`config.mk`:
```
export PLATFORM = sky130hd
export DESIGN_NAME = axi_rd_arbiter
export DESIGN_NICKNAME = d
export VERILOG_FILES = /design/src/rtl/arb_pkg.sv /design/src/rtl/rr_arb2.sv /design/src/rtl/axi_rd_arbiter.sv
export SDC_FILE = /design/constraint.sdc
export NUM_CORES = 1
export LEC_CHECK = 0
export BUFFER_PORTS_ARGS = -buffer_cell sky130_fd_sc_hd__buf_4
export CORE_AREA = 2 2 84 86
export DETAILED_ROUTE_END_ITERATION = 12
export DIE_AREA = 0 0 86 88
export PLACE_DENSITY = 0.57
export SYNTH_ARGS = -nofsm -noshare
export SYNTH_HDL_FRONTEND = slang
export SYNTH_SLANG_ARGS = --single-unit
```
`constraint.sdc`:
```
create_clock -name clk -period 3.28 [get_ports clk]
set_clock_uncertainty 0.15 [all_clocks]
set_input_delay 0.328 -clock clk [delete_from_list [all_inputs] [get_ports clk]]
set_output_delay 0.328 -clock clk [all_outputs]
set_load 0.05 [all_outputs]
```
`src/rtl/arb_pkg.sv`:
```
// Shared definitions for the two-master AXI read arbiter: FSM encoding and master indices.
package arb_pkg;

    typedef enum logic [1:0] {
        IDLE = 2'd0,
        ADDR = 2'd1,
        DATA = 2'd2
    } arb_state_t;

    localparam logic M_IFU = 1'b0;
    localparam logic M_LSU = 1'b1;

endpackage

```
`src/rtl/rr_arb2.sv`:
```
// Two-way round-robin decision. Purely combinational; the caller registers the result.
module rr_arb2
    import arb_pkg::*;
(
    input  logic [1:0] req,
    input  logic       last,
    output logic       gnt
);

    // A tie goes to the master that was not served last; a lone requester always wins.
    always_comb begin
        gnt = M_IFU;
        if (req == 2'b11) begin
            gnt = ~last;
        end else if (req[1]) begin
            gnt = M_LSU;
        end
    end

endmodule

```
`src/rtl/axi_rd_arbiter.sv`:
```
// Arbitrates AR/R channels of a fetch unit (m0) and a load unit (m1) onto one memory
// read port, with a single outstanding read.
//
//   state | meaning
//   ------+-------------------------------------------------------------
//   IDLE  | nothing in flight; arbitrate and register the winner
//   ADDR  | winner's address forwarded; wait for s_arvalid && s_arready
//   DATA  | R channel routed to the winner; wait for s_rvalid && s_rready
module axi_rd_arbiter
    import arb_pkg::*;
#(
    parameter int WIDTH = 32
) (
    input  logic             clk,
    input  logic             rst,
    input  logic [WIDTH-1:0] m0_araddr,
    input  logic             m0_arvalid,
    output logic             m0_arready,
    output logic [WIDTH-1:0] m0_rdata,
    output logic [1:0]       m0_rresp,
    output logic             m0_rvalid,
    input  logic             m0_rready,
    input  logic [WIDTH-1:0] m1_araddr,
    input  logic             m1_arvalid,
    output logic             m1_arready,
    output logic [WIDTH-1:0] m1_rdata,
    output logic [1:0]       m1_rresp,
    output logic             m1_rvalid,
    input  logic             m1_rready,
    output logic [WIDTH-1:0] s_araddr,
    output logic             s_arvalid,
    input  logic             s_arready,
    input  logic [WIDTH-1:0] s_rdata,
    input  logic [1:0]       s_rresp,
    input  logic             s_rvalid,
    output logic             s_rready,
    output logic             busy,
    output logic             grant
);

    arb_state_t state_q;
    arb_state_t state_d;
    logic       grant_q;
    logic       last_q;
    logic       rr_gnt;
    logic [1:0] req;
    logic       ar_valid_sel;
    logic       r_ready_sel;
    logic       r_done;

    assign req = {m1_arvalid, m0_arvalid};

    rr_arb2 u_rr_arb2 (
        .req  (req),
        .last (last_q),
        .gnt  (rr_gnt)
    );

    // State register.
    always_ff @(posedge clk or negedge rst) begin
        if (!rst) begin
            state_q <= IDLE;
        end else begin
            state_q <= state_d;
        end
    end

    // Grant is latched when leaving IDLE; last-grant is updated only when a read completes,
    // so an aborted transaction does not disturb fairness.
    always_ff @(posedge clk or negedge rst) begin
        if (!rst) begin
            grant_q <= M_IFU;
            last_q  <= M_LSU;
        end else begin
            if (state_q == IDLE && req != 2'b00) begin
                grant_q <= rr_gnt;
            end
            if (r_done) begin
                last_q <= grant_q;
            end
        end
    end

    // Next state and all channel routing; every output defaults to the idle/quiet value.
    always_comb begin
        state_d      = state_q;
        m0_arready   = 1'b0;
        m1_arready   = 1'b0;
        m0_rvalid    = 1'b0;
        m1_rvalid    = 1'b0;
        m0_rdata     = '0;
        m1_rdata     = '0;
        m0_rresp     = 2'b00;
        m1_rresp     = 2'b00;
        s_araddr     = '0;
        s_arvalid    = 1'b0;
        s_rready     = 1'b0;
        ar_valid_sel = 1'b0;
        r_ready_sel  = 1'b0;
        r_done       = 1'b0;

        case (state_q)
            IDLE: begin
                if (req != 2'b00) begin
                    state_d = ADDR;
                end
            end

            ADDR: begin
                ar_valid_sel = (grant_q == M_LSU) ? m1_arvalid : m0_arvalid;
                s_araddr     = (grant_q == M_LSU) ? m1_araddr  : m0_araddr;
                s_arvalid    = ar_valid_sel;
                if (grant_q == M_LSU) begin
                    m1_arready = s_arready;
                end else begin
                    m0_arready = s_arready;
                end
                if (ar_valid_sel && s_arready) begin
                    state_d = DATA;
                end
            end

            DATA: begin
                m0_rdata    = s_rdata;
                m1_rdata    = s_rdata;
                m0_rresp    = s_rresp;
                m1_rresp    = s_rresp;
                r_ready_sel = (grant_q == M_LSU) ? m1_rready : m0_rready;
                s_rready    = r_ready_sel;
                if (grant_q == M_LSU) begin
                    m1_rvalid = s_rvalid;
                end else begin
                    m0_rvalid = s_rvalid;
                end
                if (s_rvalid && r_ready_sel) begin
                    r_done  = 1'b1;
                    state_d = IDLE;
                end
            end

            default: begin
                state_d = IDLE;
            end
        endcase
    end

    assign busy  = (state_q != IDLE);
    assign grant = grant_q;

endmodule

```
---- Word-level counts from Yosys, hierarchy flattened ----
Index checks and enable logic that the tools add are counted.
word-level totals
  register bits ........................... 4
  bits of input ports ..................... 106
  output and inout bits ................... 108
  logic and storage cells ................. 41
cells by class
  eq/ne operators ......................... 6
  mux-type cells .......................... 24
  bitwise operators ....................... 1
  reduce and logical (&&, ||, !) cells .... 7
operator list
  cell                                                   count
  2-to-1 mux 32 bit                                      3
  2-to-1 mux 1 bit                                       16
  2-to-1 mux 2 bit                                       4
  one-hot mux 2 bit (3 select lines)                     1
  equality test 2 bit, second input constant             2
  inequality test 2 bit, second input constant           2
  nonzero test 2 bit                                     2
  logical AND 1 bit                                      3
  AND reduction 3 bit                                    1
  equality test 2 x 1 -> 1 bit, second input constant    1
  logical NOT 2 bit                                      1
  inequality test 2 x 1 -> 1 bit, second input constant  1
  inverter 1 bit                                         1

---- Depth between registers and ports, before layout ----
Gate-level depths: netlist of the first run.
  depth in word-level cells ............... 4
  depth in mapped cells ................... 4
  gate-level depth less buffers ........... 3

---- Modules after synthesis ----
From an unflattened synthesis of the first run, not the netlist that was laid out.
second synthesis, totals
  cells, all modules ...................... 173
  area total of the unflattened synthesis .. 1282.5 sq um
modules (own cells, without submodules)
  module          instances  cells each  area each (sq um)  sequential area each (sq um)
  axi_rd_arbiter  1          172         1271.2             101.3
  rr_arb2         1          1           11.3               0.0

---- Worst setup path before layout of the first run ----
OpenSTA, ideal clock, no wires.
  kind .................................... flip-flop to output port
  start point ............................. register grant_q, in the netlist grant
  end point ............................... output port s_araddr[0]
  arrival time ............................ 1.797 ns
  required time ........................... 2.802 ns
  setup slack ............................. 1.005 ns
  stages on the path, launching flop included .. 5
  path buffers ............................ 2
  cells stage by stage .................... dfrtp_1 > buf_6 > buf_12 > mux2i_1 > nor2_1
between the ends
  cells in the longest elaborated chain, start to end .. 2
RTL lines
  what                      RTL line               RTL
  start: declaration        axi_rd_arbiter.sv:43   logic grant_q;
  start signal: assignment  axi_rd_arbiter.sv:76   grant_q <= rr_gnt;
  2-to-1 mux 32 bit         axi_rd_arbiter.sv:111  s_araddr = (grant_q == M_LSU) ? m1_araddr : m0_araddr;
  2-to-1 mux 32 bit         axi_rd_arbiter.sv:102  case (state_q)
  end: declaration          axi_rd_arbiter.sv:30   output logic [WIDTH-1:0] s_araddr,
Every way passes these cells.

---- Final worst setup path of the first run ----
  start point ............................. register grant_q, in the netlist grant
  end point ............................... output port s_araddr[31]
The elaborated chain is that of the path after synthesis.

==> impl_metrics.tcl, run 1 <==
set metrics [dict create \
    num_vias 1759 \
    chipWidth_um 86 \
    clk_latency_ns 0.22 \
    clock.fmax_mhz 426 \
    cap_violations 0 \
    ys.warnings.count 0 \
    dp_slack_ns 1.12 \
    run_status "completed" \
    syn_area_um2 1280 \
    tns_ns 0 \
    die_y_um 88 \
    area_delta_synth_final_pct 111 \
    cts_buffers 3 \
    pin_count 214 \
    ir_drop_mv 0.343 \
    layout_common_cells "buf_4 (215), nor2_1 (36), and2_1 (36)" \
    cp_data_arrival_time_ns 1.87 \
    htreeDepth 1 \
    drc 0 \
    hold_viol 0 \
    start_util_pct 19.3 \
    final_nets 455 \
    grt_max_degree 41 \
    wl_per_cell_um 12.2 \
    path_max_fanout 26 \
    yosysSeqAreaShare_pct 7.91 \
    fin_crit_sh_pct 71.6 \
    dp_hpwl_um 4410 \
    leakage_uw 0.00161 \
    worstMarginPinSlew_ns 0.666 \
    final_util_pct 40.6 \
    drtAntennaViolNets 0 \
    cts_num_sinks 4 \
    core_area_um2 6640 \
    grt_pass1_vias 1576 \
    crit_path_end_kind "primary output" \
    slew_headroom_pct 55.5 \
    grt_util_all_layers_pct 11.8 \
    required_ns 2.80 \
    avgSynthCellArea_um2 7.41 \
    synthCells 173 \
    hp-class "input port to flop" \
    synth_cell_type_count 25 \
    clk_pin_slew_ns 0.04 \
    setup_viol 0 \
    antenna_found_initial 0 \
    layout_commonest_cell "buf_4" \
    multi_input_area_um2 823 \
    drt-total-wl_um 5200 \
    power.density_nw_per_um2 958 \
    gp_congestion 0.780 \
    gr-total-overflow 0 \
    rows 30 \
    rsz0062_at_grt "no" \
    first_iter_violations 30 \
    period_needed_ns 2.35 \
    fin_ws_ns 0.932 \
    critPathKind "flop to primary output" \
    tritoncts "yes" \
    critPathLaunchType "flop" \
    dieArea_um2 7570 \
    ff2ff_setup_slack_ns 1.61 \
    place_inst 423 \
    slew_violations 0 \
    io_buffer_count 213 \
    cts_resized 0 \
    cts_root_buffer "clkbuf_8" \
    fin_cells 428 \
    drt-pass1-iter-count 2 \
    seq_area_um2 103 \
    drive_gt1_share_pct 64.1 \
    nFillCells 714 \
    grt_first_pass_wirelength_um 7260 \
    synth_fp_nets 279 \
    num_antenna_cells 0 \
    synth-seq-cells 4 \
    clockBufferDepth 2 \
    vias_per_cell 4.11 \
]
## registers in the layout, indices dropped and copies added, names as in the netlist
| signal | count |
|---|---|
| grant | 1 |
| last_q | 1 |
| state_q | 2 |
## cell usage after synthesis
cell / instances / area (um2)
mux2i_1: 32 / 320
dfstp_2: 1 / 26.3
and3_1: 2 / 12.5
nor2b_1: 2 / 12.5
nor3_1: 1 / 5.00
nor2b_4: 1 / 13.8
buf_2: 5 / 25.0
nor2_1: 36 / 135
o21a_1: 1 / 7.51
mux2_4: 1 / 15.0
o21ai_0: 1 / 5.00
and2_1: 36 / 225
inv_1: 1 / 3.75
dfrtp_1: 3 / 75.1
buf_6: 2 / 22.5
buf_4: 34 / 255
nand2b_1: 2 / 12.5
a32o_1: 1 / 10.0
nand2_1: 2 / 7.51
a31oi_1: 2 / 12.5
a21oi_1: 1 / 5.00
a311oi_1: 1 / 8.76
a311oi_2: 1 / 15.0
clkbuf_2: 2 / 10.0
buf_12: 2 / 40.0
## repair_timing
item                      CTS  global route
setup buffers               0             0
hold buffers                1             0
hold endpoints to repair    4             0
## cell type report
type / instances / area share, %
clock buffer: 4 / 1.67
inverter: 1 / 0.139
multi-input combinational: 123 / 30.5
sequential: 4 / 3.80
tap: 80 / 3.71
timing repair buffer: 216 / 60.2
## power breakdown
group	total [uW]	internal, uW	switching [uW]	leakage (uW)
clock	110	83.1	26.6	0.0000228
sequential	153	70.3	83.1	0.0000447
combinational	2320	728	1590	0.00154
## cells by family (layout without fill, tap and decap cells)
kind of cell / count (synthesis) / count (layout) / share of synthesized area (%)
AO/OA/AOI/OAI: 8 / 8 / 4.98
flip-flops: 4 / 4 / 7.91
multiplexers: 33 / 33 / 26.2
buffers and inverters: 46 / 221 / 27.8
AND/OR/NAND/NOR: 82 / 82 / 33.1
## through the flow
| step | hold slack, ns | power, uW | instance area (um2) |
|---|---|---|---|
| floorplan | -0.118 | 1930 | 1280 |
| global placement | -0.0223 | 2490 | 2640 |
| detailed placement | -0.0211 | 2500 | 2640 |
| CTS | 0.163 | 2610 | 2700 |
| global route | 0.163 | 2710 | 2700 |
| finish | 0.164 | 2590 | 2700 |
## path summary, 6_finish.rpt
check / start / end / cells past startpoint
max in group asynchronous: rst / last_q / 2
setup reg to reg: grant / state_q[1] / 2
setup / recovery: grant / s_araddr[31] / 4
hold reg to reg: state_q[1] / state_q[0] / 1
min in group asynchronous: rst / grant / 2
hold / removal: s_rvalid / last_q / 2
## critical path, cell delays in order, from the launching register on
cell and delay (ns):
dfrtp_2 0.76, buf_4 0.40, mux2i_1 0.23, nor2_1 0.05, buf_4 0.20
## per-layer routing
| layer | part of all wire [%] | global-route usage, % | vias to the layer above | wire length, um |
|---|---|---|---|---|
| met5 | 0 | 0 | - | 0 |
| met4 | 1.6 | 3.75 | 0 | 85 |
| met3 | 10 | 2.92 | 6 | 537 |
| met2 | 52 | 21.3 | 112 | 2680 |
| met1 | 36 | 13.6 | 761 | 1900 |
| li1 | - | - | 880 | - |
Note: power is estimated with default switching activity, not from simulation.
==> inputs of run 2 (changes only) <==
- ABC_AREA: unset -> 1
- PLACE_DENSITY: 0.57 -> 0.64
- clock period: 3.28 -> 2 ns (I/O delays scaled with it)
==> run 2 against run 1 <==
Register-to-register slack got worse by 0.83 ns. First-iteration DRC count increased by 3.3%. Sequential cell count unchanged. Routed wire length increased by 16%. Synthesized area increased by 21%.
==> impl_metrics.tcl, run 2 <==
set metrics [dict create \
    run_status "completed" \
    synth_flop_cell "dfrtp_1" \
    grt_max_degree 35 \
    crit_slowest_cell "dfrtp_1" \
    power.density_nw_per_um2 1630 \
    slew_headroom_pct 75.0 \
    critPathLaunchType "flop" \
    area_delta_synth_final_pct 102 \
    slew_violations 0 \
    grt_first_pass_wirelength_um 8830 \
    dpl_cell_area_um2 3080 \
    yosysSeqAreaShare_pct 6.51 \
    cts_root_buffer "clkbuf_8" \
    dieArea_um2 7570 \
    leakage_uw 0.00175 \
    num_antenna_cells 0 \
    htreeDepth 1 \
    synth-seq-cells 4 \
    clockBufferDepth 2 \
    cp_data_arrival_time_ns 1.49 \
    chipWidth_um 86 \
    yosys.area.top_type "nor2_4" \
    drt-total-wl_um 6010 \
    cap_violations 0 \
    clk_pin_slew_ns 0.03 \
    path_max_fanout 30 \
    first_iter_violations 31 \
    layout_common_cells "buf_4 (213), nand2_1 (72), inv_1 (40)" \
    synth_area_leaders "nor2_4 (22%), nand2_1 (17%), buf_4 (16%)" \
    critPathBufInv 3 \
    yosysMostFrequentCell "nand2_1" \
    regMostFlops "state_q" \
    cts_buffers 3 \
    synth_fp_nets 361 \
    critPathKind "flop to primary output" \
    largest_reg_flops 2 \
    fin_cells 509 \
    pin_count 214 \
    design_area_um2 3140 \
    dp_hpwl_um 5280 \
    synthArstFlopShare_pct 100 \
    io_buffer_count 213 \
    fin_crit_sh_pct 91.8 \
    hold_viol 0 \
    antenna_found_initial 0 \
    vias_per_cell 4.16 \
    power.total_uw 5130 \
    synth_top_cells_by_count "nand2_1 (72), inv_1 (40), buf_4 (34)" \
    drt-pass1-iter-count 4 \
    nFillCells 679 \
    drtAntennaViolNets 0 \
    die_y_um 88 \
    path_delay_family "buffers and inverters" \
    cp-startpoint "state_q[1]" \
    rsz0062_at_grt "no" \
    crit_chain "nor2_2 > inv_2 > buf_12 > nor3_1 > buf_4" \
    final_nets 536 \
    tritoncts "yes" \
    gp_congestion 0.742 \
    grt_pass1_vias 1954 \
    clk_latency_ns 0.21 \
    ys.warnings.count 0 \
    syn_area_um2 1560 \
    cts_setup_buffers 0 \
    crit_path_end_kind "primary output" \
    synthCells 255 \
    ir_drop_mv 0.882 \
    layout_commonest_cell "buf_4" \
    cts_num_sinks 4 \
    place_inst 504 \
    synth_edf_count 0 \
    clock.fmax_mhz 545 \
    setup_viol 0 \
    rows 30 \
    start_util_pct 23.4 \
    avgSynthCellArea_um2 6.10 \
    core_area_um2 6640 \
    wl_per_cell_um 11.8 \
    ff2ff_setup_slack_ns 0.78 \
    worstMarginPinSlew_ns 0.375 \
    drive_gt1_share_pct 69.7 \
    worstHoldStart "m1_arvalid" \
    reg2reg_from "grant" \
    hp-class "input port to flop" \
    gr-total-overflow 0 \
    period_needed_ns 1.84 \
    slowest_delay_ns 0.44 \
    drc 0 \
    yosys.area.top_type_share_pct 21.7 \
    grt_util_all_layers_pct 14.2 \
    synth_cell_type_count 23 \
    num_vias 2118 \
    required_ns 1.65 \
]
run 2: logic make-up (layout without fill, tap and decap cells):
| group | after synthesis | in the layout | share of synthesized area [%] |
|---|---|---|---|
| simple gates | 123 | 123 | 46.3 |
| buf+inv | 92 | 266 | 35.2 |
| compound gates | 36 | 36 | 12.0 |
| flops | 4 | 4 | 6.51 |
run 2: power by group:
group          internal [uW]  switching, uW
clock                    136           43.4
combinational           1360           3410
sequential               127           54.6
total                   1630           3510
run 2: worst min-delay path: stages:
cell and delay (ns):
buf_4 0.09, nand3_1 0.07, o21ai_1 0.08
run 2: final timing paths:
path,endpoint,cells after the start
max,m0_arready,5
max in group asynchronous,last_q,2
min,grant,3
max reg2reg,state_q[1],6
min reg2reg,last_q,2
min in group asynchronous,grant,2
run 2: repair_timing:
action	4_1_cts	5_1_grt
hold buffers	1	0
gates resized for setup	0	1
endpoints found under the setup margin	0	5
hold endpoints to repair	4	0
run 2: stage by stage:
stage | setup slack, ns | util, % | hold slack (ns) | setup TNS [ns]
after floorplan | -0.407 | - | -0.246 | -0.842
after global placement | 0.350 | 46.4 | -0.150 | 0
after detailed placement | 0.328 | 46.4 | -0.151 | 0
after CTS | 0.0953 | 47.2 | 0.115 | 0
after global routing | 0.0805 | 47.3 | 0.151 | 0
final | 0.163 | 47.3 | 0.118 | 0
run 2: per-layer routing:
metal | vias up | wire length [um] | GRT usage (%)
li1 | 1070 | - | -
met4 | 0 | 25 | 1.30
met1 | 916 | 2020 | 15.2
met5 | - | 0 | 0
met2 | 130 | 3280 | 28.9
met3 | 2 | 687 | 3.39
run 2: area by class of cell:
class	count	area, um2	area share, %
well taps	80	100	3.19
multi-input cells	159	1050	33.4
clock buffers	4	45.0	1.43
repair buffers	218	1680	53.5
flip-flops and latches	4	101	3.23
inverters	44	165	5.26
==> inputs of run 3 (changes only) <==
- GPL_TIMING_DRIVEN: unset -> 0
==> run 3 against run 2 <==
Routed wire length increased by 8.2%. Worst hold slack got worse by 0.033 ns. Non-clock buffer count grew 44. Largest cell class unchanged. Maximum frequency decreased by 1.0%. Die area stayed put. Final area rose by 9.8%. First-iteration DRC count increased by 110%. Critical endpoint is now s_arvalid. Sequential share of layout area fell by 0.29 points. Total power up 4.4%. Clock power barely moved. Register-to-register slack worse by 0.02 ns.
==> impl_metrics.tcl, run 3 (synthesis gave the netlist of run 2 again) <==
set metrics [dict create \
    regMostFlops "state_q" \
    cts_setup_buffers 0 \
    clk_latency_ns 0.22 \
    antenna_found_initial 0 \
    rows 30 \
    slew_headroom_pct 81.0 \
    multi_input_area_um2 1040 \
    clk_pin_slew_ns 0.03 \
    area_delta_synth_final_pct 122 \
    cp_data_arrival_time_ns 1.51 \
    layout_common_cells "buf_4 (247), nand2_1 (72), inv_1 (40)" \
    setup_viol 0 \
    power.total_uw 5360 \
    run_status "completed" \
    drive_gt1_share_pct 72.5 \
    gp_congestion 0.737 \
    ff2ff_setup_slack_ns 0.76 \
    fin_crit_sh_pct 92.8 \
    clockBufferDepth 2 \
    timing.rr.end "state_q[1]" \
    grt_pass1_vias 2179 \
    path_max_fanout 10 \
    ir_drop_mv 0.894 \
    critPathKind "flop to primary output" \
    final_util_pct 51.9 \
    drtAntennaViolNets 0 \
    power.density_nw_per_um2 1550 \
    worstMarginPinSlew_ns 0.285 \
    layout_commonest_cell "buf_4" \
    num_vias 2293 \
    grt_first_pass_wirelength_um 9830 \
    tritoncts "yes" \
    dieArea_um2 7570 \
    vias_per_cell 4.15 \
    required_ns 1.65 \
    cp-startpoint "state_q[0]" \
    core_area_um2 6640 \
    cap_violations 0 \
    leakage_uw 0.00197 \
    grt_max_degree 11 \
    reg2reg_from "grant" \
    io_buffer_count 213 \
    gr-total-overflow 0 \
    cts_buffers 3 \
    num_antenna_cells 0 \
    drt-pass1-iter-count 4 \
    first_iter_violations 65 \
    nFillCells 675 \
    dp_hpwl_um 5770 \
    start_util_pct 23.4 \
    dpl_cell_area_um2 3390 \
    fin_hold_ws_ns 0.0855 \
    largest_reg_flops 2 \
    cts_root_buffer "clkbuf_8" \
    clock.fmax_mhz 539 \
    die_y_um 88 \
    pin_count 214 \
    slew_violations 0 \
    seq_area_um2 101 \
    cts_num_sinks 4 \
    cp-endpoint "s_arvalid" \
    wl_per_cell_um 11.8 \
    rsz0062_at_grt "no" \
    critPathLaunchType "flop" \
    drt-total-wl_um 6510 \
    final_nets 580 \
    period_needed_ns 1.86 \
    drc 0 \
    grt_util_all_layers_pct 16.0 \
    tns_ns 0 \
    htreeDepth 1 \
    chipWidth_um 86 \
    rr_worst_depth 5 \
    design_area_um2 3450 \
    crit_path_end_kind "primary output" \
    hold_viol 0 \
    hp-class "input port to flop" \
]
-- run 3: worst min path at each step --
stage               start    end  slack (ns)  depth (start not counted)
3_5_place_dp          rst  grant       -0.15                          1
6_report       m1_arvalid  grant        0.09                          3
4_1_cts        m1_arvalid  grant        0.09                          3
3_3_place_gp          rst  grant       -0.15                          1
5_1_grt        m1_arvalid  grant        0.15                          3
2_1_floorplan         rst  grant       -0.25                          0
-- run 3: final cells by class --
type                       count  area share, %
buffer                        48           11.1
clock buffer                   4           1.31
inverter                      44           4.79
multi-input combinational    159           30.3
sequential                     4           2.94
tap                           80           2.90
timing repair buffer         214           46.7
-- run 3: layer usage --
metal  GRT usage, %  wire [um]  vias to the layer above
li1               -          -                     1163
met1           16.0       2140                      975
met2           32.0       3450                      141
met3           3.68        769                       14
met4           5.34        143                        0
met5              0          0                        -
-- run 3: timing repair --
item | CTS | global route
endpoints found under the setup margin | 0 | 0
endpoints found under the hold margin | 4 | 0
hold buffers | 1 | 0
resized for setup | 0 | 0
-- run 3: report_power, final --
part / switching, uW / internal [uW]
Combinational: 3480 / 1520
Clock: 46.9 / 137
Sequential: 41.3 / 127
-- run 3: metrics by stage --
stage          instances  worst slack (ns)
3_5_place_dp         548             0.365
3_3_place_gp         548             0.367
2_1_floorplan        255            -0.407
5_1_grt              553            0.0369
6_report             553             0.144
4_1_cts              553             0.126
-- run 3: worst max-delay path, stage by stage (launching register included) --
cell and delay, ns:
dfrtp_1 0.39, inv_2 0.09, nor2_2 0.04, inv_2 0.16, buf_2 0.31, nor2_1 0.09
buf_4 0.20
